### src/rtl/spram_bank_power_ctrl.sv
// Power-state sequencer for the two SPRAM banks: idle demotion ACTIVE->STANDBY->SLEEP,
// wake sequencing, software power-off, and requester stall via req_ready.
module spram_bank_power_ctrl #(
  parameter int IDLE_STANDBY = 16,
  parameter int IDLE_SLEEP   = 256,
  parameter int WAKE_CYCLES  = 4
) (
  input  logic        clk,
  input  logic        reset,
  input  logic        req_valid,
  input  logic [14:0] req_addr,
  output logic        req_ready,
  input  logic [1:0]  force_off,
  output logic [1:0]  bank_chip_sel,
  output logic [1:0]  bank_standby,
  output logic [1:0]  bank_sleep,
  output logic [1:0]  bank_poweroff,
  output logic [5:0]  bank_state
);

  localparam int CW = $clog2(IDLE_SLEEP + 1);
  localparam int WW = $clog2(WAKE_CYCLES + 1);
  localparam logic [CW-1:0] STANDBY_AT = CW'(IDLE_STANDBY);
  localparam logic [CW-1:0] SLEEP_AT   = CW'(IDLE_SLEEP);
  localparam logic [WW-1:0] WAKE_LOAD  = WW'(WAKE_CYCLES);

  typedef enum logic [2:0] {
    ACTIVE  = 3'd0,
    STANDBY = 3'd1,
    SLEEP   = 3'd2,
    WAKE    = 3'd3,
    OFF     = 3'd4
  } pstate_t;

  pstate_t         state_q [2];
  pstate_t         state_d [2];
  logic [CW-1:0]   idle_q  [2];
  logic [CW-1:0]   idle_d  [2];
  logic [WW-1:0]   wake_q  [2];
  logic [WW-1:0]   wake_d  [2];
  logic            target;
  logic [1:0]      hit;
  logic            unused_addr;

  function automatic logic [CW-1:0] sat_inc(input logic [CW-1:0] c);
    return (c == SLEEP_AT) ? c : c + 1'b1;
  endfunction

  assign target      = req_addr[14];
  assign unused_addr = ^req_addr[13:0];
  assign hit         = req_valid ? (target ? 2'b10 : 2'b01) : 2'b00;

  always_comb begin
    req_ready     = req_valid & (state_q[target] == ACTIVE) & ~force_off[target];
    bank_chip_sel = target ? {req_ready, 1'b0} : {1'b0, req_ready};
  end

  assign bank_state = {state_q[1], state_q[0]};

  always_comb begin
    for (int unsigned i = 0; i < 2; i++) begin
      state_d[i] = state_q[i];
      idle_d[i]  = idle_q[i];
      wake_d[i]  = wake_q[i];
      if (force_off[i]) begin
        state_d[i] = OFF;
        idle_d[i]  = '0;
      end else begin
        case (state_q[i])
          ACTIVE: begin
            // An access landing on the would-be STANDBY cycle keeps the bank awake.
            if (bank_chip_sel[i]) begin
              idle_d[i] = '0;
            end else begin
              idle_d[i] = sat_inc(idle_q[i]);
              if (idle_d[i] == STANDBY_AT) state_d[i] = STANDBY;
            end
          end
          STANDBY: begin
            if (hit[i]) begin
              state_d[i] = ACTIVE;
              idle_d[i]  = '0;
            end else begin
              idle_d[i] = sat_inc(idle_q[i]);
              if (idle_d[i] == SLEEP_AT) state_d[i] = SLEEP;
            end
          end
          SLEEP: begin
            if (hit[i]) begin
              state_d[i] = WAKE;
              wake_d[i]  = WAKE_LOAD;
            end
          end
          WAKE: begin
            if (wake_q[i] == WW'(1)) begin
              state_d[i] = ACTIVE;
              idle_d[i]  = '0;
              wake_d[i]  = '0;
            end else begin
              wake_d[i] = wake_q[i] - 1'b1;
            end
          end
          OFF: begin
            state_d[i] = WAKE;
            wake_d[i]  = WAKE_LOAD;
          end
          default: begin
            state_d[i] = ACTIVE;
            idle_d[i]  = '0;
            wake_d[i]  = '0;
          end
        endcase
      end
    end
  end

  always_ff @(posedge clk) begin
    if (reset) begin
      for (int unsigned i = 0; i < 2; i++) begin
        state_q[i] <= ACTIVE;
        idle_q[i]  <= '0;
        wake_q[i]  <= '0;
      end
      bank_standby  <= '0;
      bank_sleep    <= '0;
      bank_poweroff <= '0;
    end else begin
      for (int unsigned i = 0; i < 2; i++) begin
        state_q[i]       <= state_d[i];
        idle_q[i]        <= idle_d[i];
        wake_q[i]        <= wake_d[i];
        bank_standby[i]  <= (state_d[i] == STANDBY);
        bank_sleep[i]    <= (state_d[i] == SLEEP);
        bank_poweroff[i] <= (state_d[i] == OFF);
      end
    end
  end

endmodule
### config.mk
export PLATFORM = sky130hd
export DESIGN_NAME = spram_bank_power_ctrl
export DESIGN_NICKNAME = d
export VERILOG_FILES = /design/src/rtl/spram_bank_power_ctrl.sv
export SDC_FILE = /design/constraint.sdc
export NUM_CORES = 1
export LEC_CHECK = 0
export ABC_CLOCK_PERIOD_IN_PS = 3560
export CAP_MARGIN = 20
export CORE_ASPECT_RATIO = 0.9
export CORE_UTILIZATION = 58
export CTS_CLUSTER_SIZE = 12
export DETAILED_ROUTE_END_ITERATION = 16
export PLACE_DENSITY = 0.85
export SYNTH_ARGS = -nofsm -noshare
export SYNTH_HDL_FRONTEND = slang
export SYNTH_SLANG_ARGS = --single-unit
### constraint.sdc
create_clock -name clk -period 3.56 [get_ports clk]
set_input_delay 0.356 -clock clk [delete_from_list [all_inputs] [get_ports clk]]
set_output_delay 0.356 -clock clk [all_outputs]
set_load 0.03 [all_outputs]
==> results.rst <==
.. list-table::
   :header-rows: 1

   * - Metric
     - Value
   * - R2R cell count
     - 7
   * - Main flop type after synthesis
     - dfxtp_1
   * - Sequential area share after synthesis
     - 0.327
   * - Chip height
     - 60.5 um
   * - Post-route minimum period
     - 2550 ps
   * - Routability congestion estimate
     - just under 1
   * - Synth warnings
     - 0
   * - Post-DP HPWL
     - 3390 um
   * - Post-synthesis cell count
     - about 290
   * - Hold wc startpoint
     - wake_q[0][5]
   * - Worst setup path category
     - in -> out
   * - Core area
     - 0.00350 mm^2
   * - Fmax
     - 0.393 GHz
   * - Number of buffers added to fix hold violations after cts
     - 0
   * - Antenna diode instance count
     - 0
   * - Setup WS post-layout
     - 1010 ps
   * - Die boundary width
     - 67.0 um
   * - Number of buffers inserted by port buffering
     - 20
   * - Least-Margin Pin Slew
     - 757 ps
   * - Syn_area_per_cell
     - 7.65 um^2
   * - Antenna-violating nets left
     - 0
   * - Max-cap viol count
     - 0
   * - Initial antenna violation count
     - 0
   * - Detailed-router iteration count before antenna repair
     - 6
   * - Hold Path Stages
     - 2
   * - Clock latency on the worst-skew pair
     - 290 ps
   * - Max incr delay on CP
     - around 670 ps
   * - Crit path top cell by count
     - clkdlybuf4s50_1
   * - Crit start category
     - primary input
   * - Data arrival at the endpoint of the critical path
     - 2190 ps
   * - Worst vdd ir
     - 0.251 mV
   * - Top cells by instance count after synthesis
     - 37 x nor2_1, 36 x dfxtp_1, 24 x nand2_1, 22 x a21oi_1, 19 x o21ai_0
   * - Cell types occupying the most area after synthesis
     - dfxtp_1 33%, nor2_1 6.3%, a21oi_1 5.0%, ha_1 4.5%, o21ai_0 4.3%
   * - Die Outline Area
     - about 0.0040 mm^2
   * - Average wire per cell in the routed design
     - between 10 and 15 um
   * - I/O pin total
     - 35
   * - Clock tree root buffer cell
     - clkbuf_8
   * - Total wirelength of the detailed-routed design
     - 4630 um
   * - Vias per cell
     - 5.97
   * - Combined area of all synthesized cells
     - 0.00220 mm^2
   * - Dominant cell by count in the synthesized netlist
     - nor2_1
   * - Number of buffers added by the clock tree synthesis step
     - 5
   * - Share of synthesized flip-flops with an asynchronous set or reset
     - 0
   * - Synth-to-layout area growth
     - 13.3%
   * - Htree depth
     - 2
   * - Syn Nets
     - 316
   * - Worst rel slew slack
     - 0.495
   * - Count of flip-flops with a built-in enable after synthesis
     - 0
   * - Tcrit/Tclk final
     - 0.716
   * - Share of the synthesized area in the top cell type
     - 0.327
   * - Pre-CTS setup slack
     - about 1100 ps
   * - Via count of the first global-routing pass
     - 1726
   * - Cell type with the highest aggregate area in the netlist
     - dfxtp_1
   * - Unrepaired setup endpoints after global routing
     - no
   * - Clock transition at path regs
     - about 70 ps
   * - Worst hold path class
     - reg -> reg
   * - Initial Util
     - 0.629
   * - Final instance area
     - 0.00250 mm^2
   * - Area after DPL
     - about 0.0024 mm^2
   * - Final hold violations
     - 0
   * - Share of post-route cells with drive strength above 1
     - 0.0594
   * - Outcome
     - finished clean
   * - Number of pins with negative max-slew slack in the final report
     - 0
   * - Internal reg-to-reg setup slack
     - 1100 ps
   * - Number of vias after detailed routing
     - 2071
   * - Number of standard cells in the layout, taps in and fillers out
     - 347
   * - Reg2Reg Launch Point
     - idle_q[0][9]
   * - Clock Sink Count
     - 36
   * - Post-CTS setup repair buffer count
     - 0
   * - Pin count of the biggest net entering global routing
     - 15
   * - Cell count after placement
     - approximately 340
   * - Global route total overflow
     - 0
   * - Count of routing violations after the opening detailed-route iteration
     - 270
   * - Cells along the critical path
     - clkdlybuf4s50_1 -> nor4_1 -> nand2_1 -> o21ai_0 -> and2_1 -> clkdlybuf4s50_1
   * - Total setup violations reported at the end of the flow
     - 0
   * - Required time of the worst setup path
     - 3200 ps
   * - Combined global-route utilization of all metal layers
     - 0.252
   * - Hold-critical path endpoint
     - wake_q[0][5]
   * - Final layout net count
     - 330
   * - Remaining design rule violation count
     - 0
   * - Standard-cell rows
     - 20
   * - TritonCTS clock tree
     - done
   * - Worst Setup End Kind
     - output port
   * - Maximum buffer depth of the clock tree
     - 2
   * - Areal power density over the cells
     - 333 mW/mm^2
   * - Crit path max fanout
     - 7
   * - Leakage power summed over all cells
     - between 0.9 and 1 nW
   * - Number of synthesized register bits
     - 36
   * - Worst path slowest cell
     - clkdlybuf4s50_1
   * - Number of different library cells in the post-synthesis netlist
     - 52
   * - Final setup TNS
     - 0 ps
   * - Clock skew after layout
     - ~7.2 ps
   * - Post-cts gate resize count
     - 0
   * - Critical register-to-register path endpoint
     - bank_standby[1]
   * - Global-route wire length before repair
     - ~7700 um
==> how the worst max path moves through the flow <==
stage | startpoint | depth (start not counted) | endpoint
after global placement | force_off[1] | 6 | req_ready
after CTS | force_off[1] | 6 | req_ready
after floorplan | idle_q[0][15] | 7 | bank_standby[1]
after detailed placement | force_off[1] | 6 | req_ready
final | force_off[1] | 6 | req_ready
after global routing | force_off[1] | 6 | req_ready
==> cells by family (layout without fill, tap and decap cells) <==
| family | after synthesis | after routing | share of synthesized area |
|---|---|---|---|
| adder cells (fa/ha/maj) | 8 | 8 | 0.0454 |
| AND/OR/NAND/NOR | 131 | 131 | 0.306 |
| XOR/XNOR | 9 | 9 | 0.0358 |
| AO/OA/AOI/OAI | 77 | 77 | 0.226 |
| flip-flops | 36 | 36 | 0.327 |
| buffers and inverters | 23 | 38 | 0.0415 |
| multiplexers | 4 | 4 | 0.0182 |
==> layer usage <==
metal / routed length [um] / up-vias / global-route usage
li1: - / 1063 / -
met1: 2300 / 937 / 0.363
met2: 1950 / 62 / 0.375
met3: 286 / 9 / 0.0451
met4: 81 / 0 / 0.0942
met5: 0 / - / 0
==> cells in the final DEF, fill, tap and decap left out, types with 2 or more instances in the layout <==
| cell | netlist | routed |
|---|---|---|
| nor2_1 | 37 | 37 |
| dfxtp_1 | 36 | 36 |
| nand2_1 | 24 | 24 |
| a21oi_1 | 22 | 22 |
| clkdlybuf4s50_1 | 0 | 20 |
| o21ai_0 | 19 | 19 |
| nor3_1 | 13 | 13 |
| inv_1 | 10 | 10 |
| nand3_1 | 10 | 10 |
| nor2b_1 | 9 | 9 |
| ha_1 | 8 | 8 |
| nand2b_1 | 7 | 7 |
| a31oi_1 | 6 | 6 |
| xor2_1 | 6 | 6 |
| clkbuf_8 | 0 | 6 |
| and2_1 | 5 | 5 |
| nor3b_1 | 5 | 5 |
| a211oi_1 | 5 | 5 |
| mux2i_1 | 4 | 4 |
| a311oi_1 | 4 | 4 |
| or2_2 | 3 | 3 |
| a22oi_1 | 3 | 3 |
| a21o_1 | 3 | 3 |
| nand4_1 | 3 | 3 |
| xnor2_1 | 3 | 3 |
| nand3b_1 | 3 | 3 |
| and3_1 | 2 | 2 |
| nor4b_1 | 2 | 2 |
| a21boi_0 | 2 | 2 |
| clkinv_2 | 0 | 2 |
==> critical path, delay by kind of cell <==
| kind | cells | cell delay (ps) |
|---|---|---|
| AOI/OAI and AO/OA | 1 | 80 |
| buffers and inverters | 2 | 1190 |
| and+or+nand+nor | 3 | 570 |
==> flip-flops by register name (all words and copies together) (netlist names) <==
name and flops:
state_q 6, wake_q 6, bank_standby 2, bank_sleep 2, bank_poweroff 2, idle_q 18
==> per-stage QoR <==
stage / hold WS (ps) / power, W / util
after floorplan: 440 / 0.000506 / -
after global placement: 455 / 0.000541 / 0.686
after detailed placement: 462 / 0.000543 / 0.686
after CTS: 472 / 0.000837 / 0.713
after global routing: 504 / 0.000871 / 0.713
final: 474 / 0.000833 / 0.713
==> layout make-up <==
class,count,area (um^2)
timing repair buffer,20,200
clock buffer,6,82.6
sequential,36,721
multi-input combinational,229,1390
clock inverter,2,10.0
tap,44,55.1
inverter,10,37.5
fill,287,1010
==> power breakdown <==
| part | internal, W | leakage (nW) | total (W) | switching (W) |
|---|---|---|---|---|
| Clock | 0.000154 | 0.0510 | 0.000297 | 0.000142 |
| Sequential | 0.000410 | 0.292 | 0.000421 | 0.0000102 |
| Combinational | 0.0000442 | 0.575 | 0.000116 | 0.0000714 |
Note: power is estimated with default switching activity, not from simulation.
